--- src/rtl/mem_stall_bridge.sv ---
// Stalls the single-cycle core on data-memory accesses and runs a req/ack handshake with watchdog and alignment check.
// Optional posted-write buffer is enabled by defining MEM_STALL_BRIDGE_WBUF_EN.
module mem_stall_bridge #(
  parameter int unsigned TIMEOUT  = 255,
  parameter logic [31:0] ERR_DATA = 32'hDEADBEEF
) (
  input  logic        clk,
  input  logic        reset,
  input  logic        cpu_read,
  input  logic        cpu_write,
  input  logic [31:0] cpu_addr,
  input  logic [31:0] cpu_wdata,
  output logic [31:0] cpu_rdata,
  output logic        cpu_stall,
  output logic        mem_req,
  output logic        mem_we,
  output logic [31:0] mem_addr,
  output logic [31:0] mem_wdata,
  input  logic        mem_ack,
  input  logic [31:0] mem_rdata,
  output logic        err
);

`ifdef MEM_STALL_BRIDGE_WBUF_EN
  localparam bit WBUF_EN = 1'b1;
`else
  localparam bit WBUF_EN = 1'b0;
`endif

  // TIMEOUT=0 would give a zero-width counter; keep one bit so the logic stays legal.
  localparam int unsigned WDW = (TIMEOUT > 0) ? $clog2(TIMEOUT + 1) : 1;
  localparam logic [WDW-1:0] TO_VAL = WDW'(TIMEOUT);

  typedef enum logic [1:0] {
    IDLE = 2'd0,
    REQ  = 2'd1,
    DONE = 2'd2
  } state_e;

  state_e           state_q, state_d;
  logic             mem_req_q, mem_req_d;
  logic             mem_we_q, mem_we_d;
  logic [31:0]      mem_addr_q, mem_addr_d;
  logic [31:0]      mem_wdata_q, mem_wdata_d;
  logic [31:0]      cpu_rdata_q, cpu_rdata_d;
  logic             err_q, err_d;
  logic [WDW-1:0]   wdog_q, wdog_d;
  logic             posted_q, posted_d;
  logic             access_s;
  logic             post_s;

  assign access_s = cpu_read | cpu_write;
  assign post_s   = WBUF_EN & cpu_write & ~cpu_read;

  // State and datapath registers; asynchronous reset discards any in-flight access.
  always_ff @(posedge clk or posedge reset) begin
    if (reset) begin
      state_q     <= IDLE;
      mem_req_q   <= 1'b0;
      mem_we_q    <= 1'b0;
      mem_addr_q  <= 32'h0000_0000;
      mem_wdata_q <= 32'h0000_0000;
      cpu_rdata_q <= 32'h0000_0000;
      err_q       <= 1'b0;
      wdog_q      <= '0;
      posted_q    <= 1'b0;
    end else begin
      state_q     <= state_d;
      mem_req_q   <= mem_req_d;
      mem_we_q    <= mem_we_d;
      mem_addr_q  <= mem_addr_d;
      mem_wdata_q <= mem_wdata_d;
      cpu_rdata_q <= cpu_rdata_d;
      err_q       <= err_d;
      wdog_q      <= wdog_d;
      posted_q    <= posted_d;
    end
  end

  // Next-state, handshake and stall generation.
  always_comb begin
    state_d     = state_q;
    mem_req_d   = mem_req_q;
    mem_we_d    = mem_we_q;
    mem_addr_d  = mem_addr_q;
    mem_wdata_d = mem_wdata_q;
    cpu_rdata_d = cpu_rdata_q;
    err_d       = err_q;
    wdog_d      = wdog_q;
    posted_d    = posted_q;
    cpu_stall   = 1'b0;

    case (state_q)
      IDLE: begin
        cpu_stall = access_s;
        if (access_s) begin
          if (cpu_read && cpu_write) begin
            err_d = 1'b1;
          end else begin
            err_d = err_q;
          end
          if (cpu_addr[1:0] != 2'b00) begin
            err_d       = 1'b1;
            cpu_rdata_d = ERR_DATA;
            state_d     = DONE;
          end else begin
            mem_req_d   = 1'b1;
            mem_we_d    = cpu_write;
            mem_addr_d  = {cpu_addr[31:2], 2'b00};
            mem_wdata_d = cpu_wdata;
            wdog_d      = '0;
            state_d     = REQ;
            // A posted write lets the core retire the store this cycle.
            if (post_s) begin
              posted_d  = 1'b1;
              cpu_stall = 1'b0;
            end else begin
              posted_d  = 1'b0;
            end
          end
        end else begin
          state_d = IDLE;
        end
      end

      REQ: begin
        cpu_stall = posted_q ? access_s : 1'b1;
        if (mem_ack) begin
          mem_req_d = 1'b0;
          state_d   = DONE;
          if (!mem_we_q) begin
            cpu_rdata_d = mem_rdata;
          end else begin
            cpu_rdata_d = cpu_rdata_q;
          end
        end else begin
          wdog_d = wdog_q + WDW'(1);
          if ((TIMEOUT != 0) && (wdog_d == TO_VAL)) begin
            mem_req_d = 1'b0;
            err_d     = 1'b1;
            state_d   = DONE;
            if (!posted_q) begin
              cpu_rdata_d = ERR_DATA;
            end else begin
              cpu_rdata_d = cpu_rdata_q;
            end
          end else begin
            state_d = REQ;
          end
        end
      end

      DONE: begin
        // After a posted write the waiting access has not been served yet.
        cpu_stall = posted_q & access_s;
        posted_d  = 1'b0;
        state_d   = IDLE;
      end

      default: begin
        state_d   = IDLE;
        mem_req_d = 1'b0;
        posted_d  = 1'b0;
      end
    endcase
  end

  assign cpu_rdata = cpu_rdata_q;
  assign mem_req   = mem_req_q;
  assign mem_we    = mem_we_q;
  assign mem_addr  = mem_addr_q;
  assign mem_wdata = mem_wdata_q;
  assign err       = err_q;

endmodule

--- config.mk ---
export PLATFORM = sky130hd
export DESIGN_NAME = mem_stall_bridge
export DESIGN_NICKNAME = d
export VERILOG_FILES = /design/src/rtl/mem_stall_bridge.sv
export SDC_FILE = /design/constraint.sdc
export NUM_CORES = 1
export LEC_CHECK = 0
export CAP_MARGIN = 30
export CORE_MARGIN = 5
export CORE_UTILIZATION = 37
export DETAILED_ROUTE_END_ITERATION = 8
export PLACE_DENSITY = 0.72
export SLEW_MARGIN = 20
export SYNTH_ARGS = -nofsm -noshare
export SYNTH_HDL_FRONTEND = slang
export SYNTH_SLANG_ARGS = --single-unit
export TNS_END_PERCENT = 5
--- constraint.sdc ---
create_clock -name clk -period 3.6 [get_ports clk]
set_input_delay 0.72 -clock clk [delete_from_list [all_inputs] [get_ports clk]]
set_output_delay 0.72 -clock clk [all_outputs]
set_load 0.01 [all_outputs]
# After elaboration in Yosys (flattened, before gate mapping)

Cells that the tools add are included.

Bits in registers: 108
Word-level logic and storage cells: 70

Add/sub/neg operators: 1
Eq/ne operators: 12
Multiplexer cells: 33
Bitwise logic cells: 5
Reduce and logical (&&, ||, !) cells: 10

Operator list:

| operator                                                               | count |
|---|---|
| 32-bit 2-to-1 mux                                                      | 6 |
| 32-bit case mux with 2 select lines                                    | 1 |
| 8-bit 2-to-1 mux                                                       | 3 |
| 8-bit case mux with 2 select lines                                     | 1 |
| 1-bit 2-to-1 mux                                                       | 13 |
| 3-bit != test (second input constant)                                  | 4 |
| 2-bit != test (second input constant)                                  | 5 |
| 8-bit by 1-bit adder with 8-bit output (second input constant)         | 1 |
| 8-bit equality test (second input constant)                            | 1 |
| 2-bit 2-to-1 mux                                                       | 4 |
| 4-bit AND reduction                                                    | 2 |
| 1-bit case mux with 3 select lines                                     | 2 |
| 3-bit AND reduction                                                    | 2 |
| 6-bit AND reduction                                                    | 1 |
| 5-bit AND reduction                                                    | 1 |
| 1-bit case mux with 2 select lines                                     | 2 |
| 2-bit case mux with 2 select lines                                     | 1 |
| 2-bit nonzero test                                                     | 2 |
| 1-bit inverter                                                         | 3 |
| 2-bit by 1-bit equality test with 1-bit output (second input constant) | 1 |
| 2-bit equality test (second input constant)                            | 1 |
| 2-bit logical NOT                                                      | 1 |
| 1-bit bitwise AND                                                      | 1 |
| 1-bit logical AND                                                      | 1 |
| 1-bit OR                                                               | 1 |

# Longest topological paths before layout

Depth in word-level cells: 5
Depth in mapped cells: 7

# Worst setup path before layout

OpenSTA, ideal clock, no wires.

Path type: in2reg
From: input cpu_addr[1]
To: register mem_addr_q[10] (netlist: mem_addr[10])
Data arrival time: 1989 ps
Required time: 3475 ps
Path slack: 1486 ps
Stages on the path: 5
Buffers on the path: 2
Cells stage by stage: nor4_1 > o21a_1 > buf_4 > buf_2 > mux2_2

Cells in the longest elaborated chain, start to end: 3

Ends and longest elaborated chain:

| item                                 | RTL line | text |
|---|---|---|
| start: declaration                   | 11       | `input logic [31:0] cpu_addr,` |
| 2-bit nonzero test                   | 102      | `if (cpu_addr[1:0] != 2'b00) begin` |
| 1-bit inverter (no source line)      | -        |  |
| 3-bit AND reduction (no source line) | -        |  |
| end signal: assignment               | 71       | `mem_addr_q <= mem_addr_d;` |
| end: declaration                     | 43       | `logic [31:0] mem_addr_q, mem_addr_d;` |

No other way between the ends.
A chain may end at the register's enable or synchronous reset.

# Worst setup path in the final report

From: input cpu_write
To: output cpu_stall

Cells in the longest elaborated chain, start to end: 3

Ends and longest elaborated chain:

| item                                      | RTL line | text |
|---|---|---|
| start: declaration                        | 10       | `input logic cpu_write,` |
| 1-bit OR *                                | 52       | `assign access_s = cpu_read \| cpu_write;` |
| 1-bit bitwise AND (tied with other cells) | 155      | `cpu_stall = posted_q & access_s;` |
| 1-bit case mux with 3 select lines *      | 93       | `case (state_q)` |
| end: declaration                          | 14       | `output logic cpu_stall,` |

Every way passes the cells marked *; elsewhere a longest branch is shown, timed or not.

==> impl_metrics.toml <==
[setup_path]
cp_max_fo = 5
start_kind = "input port"
critPathArrivalTime_ns = 2.03
cp-end-kind = "output port"
path_class = "in -> out"
critPathRequiredTime_ns = 2.88

[floorplanning]
core_um2 = 11400
die_height_um = 117
initial_utilization = 0.375
io_pins = 201
dieArea_um2 = 13800
die_x_um = 117
rows = 39

[placement]
hpwl_mm = 8.05
portBuffers = 198
gp_congestion = 0.808
dp_cells = 631

[min_path]
hp-class = "reg -> reg"

[cts]
clk_pin_slew_ns = 0.07
cts_buffers = 9
clk_latency_ns = 0.34
cts_tree = "yes"
ctsHoldBuffers = 0
post-cts-setup-buffers = 0
clk_path_buf_depth = 2
cts_max_level = 3
cts.sinks = 107
root_buffer = "clkbuf_16"
cts.repair.resized = 0

[detailed_routing]
num_vias = 3121
ant_nets = 0
firstDrtPassIters = 4
wire_per_inst_um = 16.9
drc = 0
routed_wl_mm = 10.9
routed_via_density = 4.82
drt_iter0_drc = 127

[timing]
final.period_utilization = 0.763
tns_ns = 0
slew_violations = 0
clock_skew_ns = 0.00629
finalSetupViolCount = 0
fin_crit_ns = 2.75
max_slew_margin = 0.419
rsz0062_at_grt = "no"
worstMarginPinSlew_ns = 0.872
hold_violations = 0
max_freq_mhz = 364

[finish]
finalNonFillerCells = 647
area_growth_pct = 56.2
drive_above_1_share = 0.214
nNetsFinal = 602
diodes = 0

[synthesis]
synthArstFlopShare = 1.00
yosysTopAreaCellShare = 0.628
synth-seq-area-share = 0.628
synth_cells = 303
avgSynthCellArea_um2 = 14.1
synth.distinct_cells = 41
synth_largest_area_cell = "dfrtp_1"
synth_area_leaders = "dfrtp_1, mux2_2, o22a_2, o21ai_0, nand2_1"
synth-edff-count = 0
ys.flop_type = "dfrtp_1"
synth_warnings = 0
synth_seq_cells = 107
netlist_area_um2 = 4270

[pwr]
power.density_nw_per_um2 = 637
total_power_mw = 4.24
peakVddDrop_mv = 0.379
leakagePower_nw = 2.63

[grt]
grt-ovfl-total = 0
grt_max_degree = 78
grt.total_usage = 0.159
grt_pass1_wl_mm = 18.1
grt_pass1_vias = 3457
antenna_found_initial = 0

[run_status]
status = "finished, final reports clean"

[job]
maxCapViolations = 0
-- path summary, 6_finish.rpt --
check | startpoint | endpoint | slack (ns) | cells after the start
setup / recovery | cpu_write | cpu_stall | 0.85 | 4
hold / removal | err | err | 0.49 | 2
setup reg to reg | wdog_q[0] | cpu_rdata[4] | 1.00 | 6
hold reg to reg | err | err | 0.49 | 2
max in group asynchronous | reset | wdog_q[7] | 2.11 | 3
min in group asynchronous | reset | mem_addr[16] | 0.73 | 2
-- registers in the layout, summed over array words and instances, names as in the netlist --
name       count
mem_req        1
mem_we         1
wdog_q         8
state_q        2
mem_addr      30
mem_wdata     32
cpu_rdata     32
err            1
-- kinds of logic after synthesis --
kind of cell	Yosys count	synth area share
xor+xnor	3	0.00616
buf+inv	29	0.0425
other cells	1	0.000879
compound gates	59	0.108
flops	107	0.628
simple gates	40	0.0455
fa+ha+maj	2	0.00586
mux	62	0.164
-- cell usage after synthesis (2+ instances only) --
library cell    number
a21oi_1              2
a31oi_1              2
buf_2                6
buf_4                4
buf_6                3
clkbuf_1             2
dfrtp_1            107
dlymetal6s2s_1       2
ha_1                 2
inv_1               11
mux2_2              62
nand2_1             18
nand4_1              2
nor2_1               6
nor3_1               2
o21ai_0             18
o21bai_1             2
o22a_1               3
o22a_2              22
o22ai_1              2
o31ai_1              3
or3_1                2
xor2_1               2
-- where the power goes --
group / internal (mW) / leakage (nW) / switching, mW / total, mW
registers: 1.55 / 1.23 / 0.193 / 1.74
clock network: 0.599 / 0.156 / 0.425 / 1.02
logic: 0.937 / 1.24 / 0.542 / 1.48
-- placed cells by master (no fill, tap or decap), drive strengths merged --
cell type | synthesis | routed
o21bai | 2 | 2
xnor2 | 1 | 1
a211o | 1 | 1
buf | 13 | 4
nand4 | 2 | 2
dfrtp | 107 | 107
xor2 | 2 | 2
o22ai | 2 | 2
o21a | 1 | 1
and2 | 3 | 3
nand2b | 1 | 1
ha | 2 | 2
nor3 | 2 | 2
or3 | 2 | 2
mux2 | 62 | 62
nand2 | 18 | 18
a21oi | 2 | 2
clkinv | 0 | 1
nor2 | 6 | 6
clkdlybuf4s50 | 0 | 198
nand3b | 1 | 1
a31oi | 2 | 2
nand3 | 2 | 2
inv | 11 | 12
o31ai | 3 | 3
a21boi | 1 | 1
clkbuf | 3 | 13
conb | 1 | 2
nor4 | 1 | 1
a22o | 1 | 1
and3 | 1 | 1
o21ai | 18 | 18
o22a | 25 | 25
bufinv | 0 | 1
nor3b | 1 | 1
a211oi | 1 | 1
-- metrics by stage --
| stage | cell area [um2] | hold slack [ns] | util | worst slack, ns |
|---|---|---|---|---|
| global route | 6660 | 0.503 | 0.586 | 0.762 |
| global placement | 6350 | 0.470 | 0.558 | 0.860 |
| floorplan | 4270 | 0.446 | - | 0.0628 |
| CTS | 6660 | 0.489 | 0.586 | 0.849 |
| detailed placement | 6350 | 0.477 | 0.558 | 0.796 |
| finish | 6660 | 0.489 | 0.586 | 0.852 |
-- critical path, stage by stage --
cell and delay [ns]:
clkdlybuf4s50_1 0.56, nor3_1 0.08, nor2_1 0.12, clkdlybuf4s50_1 0.55
-- cell type report --
type | instances | area (um2)
fillers | 949 | 4710
flip-flops and latches | 107 | 2680
repair buffers | 202 | 2040
multi-input cells | 168 | 1410
clock buffers | 13 | 270
well taps | 143 | 179
clock inverters | 3 | 43.8
inverters | 11 | 43.8
-- per-layer routing --
metal / track usage / vias to the layer above / share of wire / wire [um]
met5: 0 / - / 0 / 0
met4: 0.0442 / 0 / 0.012 / 129
li1: - / 1460 / - / -
met2: 0.263 / 119 / 0.50 / 5480
met1: 0.190 / 1532 / 0.40 / 4330
met3: 0.0693 / 10 / 0.089 / 972
Note: power is estimated with default switching activity, not from simulation.
==> edit 1, RTL diff (same flow settings) <==
Re-encode `state_e` (3 states) as one-hot, 3 bits wide.
--- a/src/rtl/mem_stall_bridge.sv
+++ b/src/rtl/mem_stall_bridge.sv
@@ -31,10 +31,10 @@
   localparam int unsigned WDW = (TIMEOUT > 0) ? $clog2(TIMEOUT + 1) : 1;
   localparam logic [WDW-1:0] TO_VAL = WDW'(TIMEOUT);
 
-  typedef enum logic [1:0] {
-    IDLE = 2'd0,
-    REQ  = 2'd1,
-    DONE = 2'd2
+  typedef enum logic [2:0] {
+    IDLE = 3'b001,
+    REQ  = 3'b010,
+    DONE = 3'b100
   } state_e;
 
   state_e           state_q, state_d;
Check against the original RTL: no difference found for any inputs over 4 cycles, from zero or initial values and one cycle with reset high; so few cycles prove little.
==> edit 1 against the unedited design <==
- setup slack lost 0.29 ns
- area after synthesis grew 2.4%
- die area grew 2.2%
- wire length grew 5.6%
- synthesized cell count is the same
- non-clock buffer count shrank 1
- total power grew 19%
- clock skew grew 0.0040 ns
- sequential cell count grew 1
- design area grew 1.4%
==> edit 1: results <==
{
  "cp_top_family": "buffers and inverters",
  "yosys.cell_types.count": 39,
  "antenna_found_initial": 0,
  "gp_congestion": 0.765,
  "p_leak_nw": 2.75,
  "nets": 604,
  "arrival_ns": 2.32,
  "pg_seq_w": 0.00196,
  "num_vias": 3221,
  "track_usage_pct": 16.4,
  "cts_root_buf": "clkbuf_16",
  "post_cts_resized": 0,
  "synth_area_leaders": "dfrtp_1, mux2_2, o22a_1",
  "numCtsBuffers": 9,
  "grt_pass1_wl_mm": 18.6,
  "maxSlewHeadroom_pct": 44.6,
  "grt_pass1_vias": 3493,
  "htree_levels": 3,
  "finalSetupViolations": 0,
  "vdd_drop_max_v": 0.000404,
  "worst_hold_startpoint": "err",
  "outcome": "finished clean",
  "dr.pass1.iters": 4,
  "cp_slowest_cell": "clkdlybuf4s50_1",
  "synthTopCellsByCount": "dfrtp_1, mux2_2, o22a_1, o21ai_0, nor2_1",
  "wl_per_cell_um": 17.8,
  "worstPathMaxFanout": 4,
  "synth_ff_type": "dfrtp_1",
  "path_clk_slew_ns": 0.07,
  "r2r-start": "wdog_q[0]",
  "antenna_left": 0,
  "drtIter0Drc": 165,
  "hold_path.class": "reg -> reg",
  "hpwl_mm": 8.60,
  "combPwrFrac_pct": 41.7,
  "cpPeakStageDelay_ns": 0.57,
  "layout-drive-gt1-share_pct": 18.2,
  "total_power_w": 0.00506,
  "grt_max_degree": 48,
  "pre_cts_ws_ns": 0.589,
  "p_sw_share_pct": 29.6,
  "fin_skew_ns": 0.0103,
  "ys_seq_area_share_pct": 61.9
}
-- edit 1: kinds of logic (layout without fill, tap and decap cells) --
family	after synthesis	after routing	synth area share, %
compound gates	62	62	11.3
xor+xnor	2	2	0.401
fa+ha+maj	2	2	0.572
buf+inv	19	221	3.26
flops	108	108	61.9
mux	62	62	16.8
other cells	1	2	0.0858
simple gates	47	47	5.70
-- edit 1: per-stage QoR --
step | cell area [um2] | instances | hold WS [ns] | util, %
final | 6760 | 649 | 0.478 | 58.7
after global routing | 6760 | 649 | 0.490 | 58.7
after global placement | 6460 | 633 | 0.453 | 56.1
after floorplan | 4370 | 304 | 0.451 | -
after CTS | 6760 | 649 | 0.480 | 58.7
after detailed placement | 6460 | 633 | 0.458 | 56.1
-- edit 1: path summary, 6_finish.rpt --
path	to	slack [ns]	depth (start not counted)
setup / recovery	cpu_stall	0.56	5
hold / removal	err	0.48	1
setup reg to reg	cpu_rdata[1]	1.19	6
hold reg to reg	err	0.48	1
max in group asynchronous	cpu_rdata[29]	2.11	3
min in group asynchronous	mem_addr[9]	0.78	2
-- edit 1: worst register-to-register path: stages (launching register included) --
cell and delay (ns):
dfrtp_1 0.41, ha_1 0.27, nand3_2 0.14, or3_4 0.41, a211oi_2 0.34, a2bb2oi_4 0.53
o22a_1 0.25
-- edit 1: cell type report --
cell class | count | area, um2
Multi-Input combinational cell | 177 | 1530
Clock buffer | 10 | 229
Sequential cell | 108 | 2700
Timing Repair Buffer | 201 | 2030
Tap cell | 143 | 179
Clock inverter | 6 | 70.1
Fill cell | 919 | 4760
Inverter | 4 | 17.5
-- edit 1: metal layers --
metal	share of wire (%)	vias to the layer above	wire (um)	track usage, %
met5	0	-	0	0
met4	0.98	0	113	4.56
met2	48	150	5480	26.3
li1	-	1491	-	-
met1	42	1572	4820	20.2
met3	9.6	8	1110	7.12
==> edit 2, RTL diff (same flow settings) <==
Made on the original files. Set the parameter `TIMEOUT` to 510 (it was 255).
--- a/src/rtl/mem_stall_bridge.sv
+++ b/src/rtl/mem_stall_bridge.sv
@@ -1,7 +1,7 @@
 // Stalls the single-cycle core on data-memory accesses and runs a req/ack handshake with watchdog and alignment check.
 // Optional posted-write buffer is enabled by defining MEM_STALL_BRIDGE_WBUF_EN.
 module mem_stall_bridge #(
-  parameter int unsigned TIMEOUT  = 255,
+  parameter int unsigned TIMEOUT  = 510,
   parameter logic [31:0] ERR_DATA = 32'hDEADBEEF
 ) (
   input  logic        clk,
Function: same outputs for any inputs over 4 cycles, from zero or initial values and one cycle with reset high; that may be too few to reach the edited logic, so the function may still have changed.
==> edit 2 against the unedited design <==
- sequential cell count rose by 1
- wire length up 22%
- design area grew 8.8%
- critical path depth is 1 higher
- final cell count is 22% higher
- highest routed layer unchanged
- area after synthesis rose by 13%
- first-iteration DRC count up 39%
- setup slack worse by 0.26 ns
- hold slack gained 0.0055 ns
- total power grew 0.78%
- critical path type unchanged
- global-route usage increased by 1.6 points
- die area grew 11%
==> edit 2: results <==
{
  "htree_levels": 3,
  "p_leak_nw": 2.87,
  "worstMarginPinSlew_ns": 0.913,
  "worstSetupEndpoint": "cpu_stall",
  "synth_xor_area_share_pct": 0.547,
  "dr.pass1.iters": 4,
  "async_reset_ff_share_pct": 100,
  "synth_area_leaders": "dfrtp_1, mux2_2, nor2_1",
  "nets": 714,
  "viasPerCell": 5.05,
  "cts_root_buf": "clkbuf_16",
  "met2_usage_pct": 28.3,
  "layout-drive-gt1-share_pct": 16.6,
  "pg_clk_w": 0.000991,
  "rrSetupSlack_ns": 1.35,
  "worst_hold_startpoint": "err",
  "gp_congestion": 0.845,
  "met3_usage_pct": 7.72,
  "combPwrFrac_pct": 35.6,
  "r2r_end": "cpu_rdata[17]",
  "fin_hold_ws_ns": 0.495,
  "yosys.cell_types.count": 43,
  "grt_pass1_wl_mm": 20.9,
  "wirelength_mm": 13.3,
  "synth.area.mux_share_pct": 14.5,
  "synth_fa_ha_area_share_pct": 0.521,
  "r2r-start": "wdog_q[0]",
  "grt_pass1_vias": 4146,
  "synth_compound_gate_area_share_pct": 10.6,
  "drtIter0Drc": 177,
  "ys_seq_area_share_pct": 56.3,
  "final.fill_count": 1075,
  "grt_max_degree": 67,
  "grt_util_met1_pct": 20.8,
  "vdd_drop_max_v": 0.000428,
  "outcome": "finished clean",
  "hpwl_mm": 9.73,
  "yosys_warnings": 0,
  "p_sw_share_pct": 29.0,
  "cts_buffer_depth": 2,
  "track_usage_pct": 17.5,
  "synthTopCellsByCount": "dfrtp_1, nor2_1, mux2_2, nand2_1",
  "power_switching_w": 0.00124,
  "arrival_ns": 2.29,
  "fin_skew_ns": 0.0135,
  "antenna_found_initial": 0
}
[edit 2: final cells by class]
cell class | count | area (um2) | area share, %
clock buffer | 13 | 250 | 3.45
clock inverter | 3 | 43.8 | 0.604
inverter | 5 | 21.3 | 0.293
multi-input combinational | 281 | 1940 | 26.7
sequential | 108 | 2700 | 37.3
tap | 172 | 215 | 2.97
timing repair buffer | 206 | 2080 | 28.7
[edit 2: critical path, cell delays in order]
cell,delay (ns)
clkdlybuf4s50_1,0.52
nor2_1,0.06
buf_4,0.15
a21oi_1,0.25
clkdlybuf4s50_1,0.59
[edit 2: metal layers]
layer  vias to the layer above  share of wire [%]
met5                         -                  0
met3                        16                 12
li1                       1863                  -
met1                      1928                 40
met4                         0                1.6
met2                       170                 46
[edit 2: metrics by stage]
stage	std cells	setup slack (ns)	cell area, um2
2_1_floorplan	422	0.0344	4810
3_3_place_gp	770	0.633	6920
3_5_place_dp	772	0.608	6960
4_1_cts	788	0.605	7250
5_1_grt	788	0.534	7250
6_report	788	0.591	7250
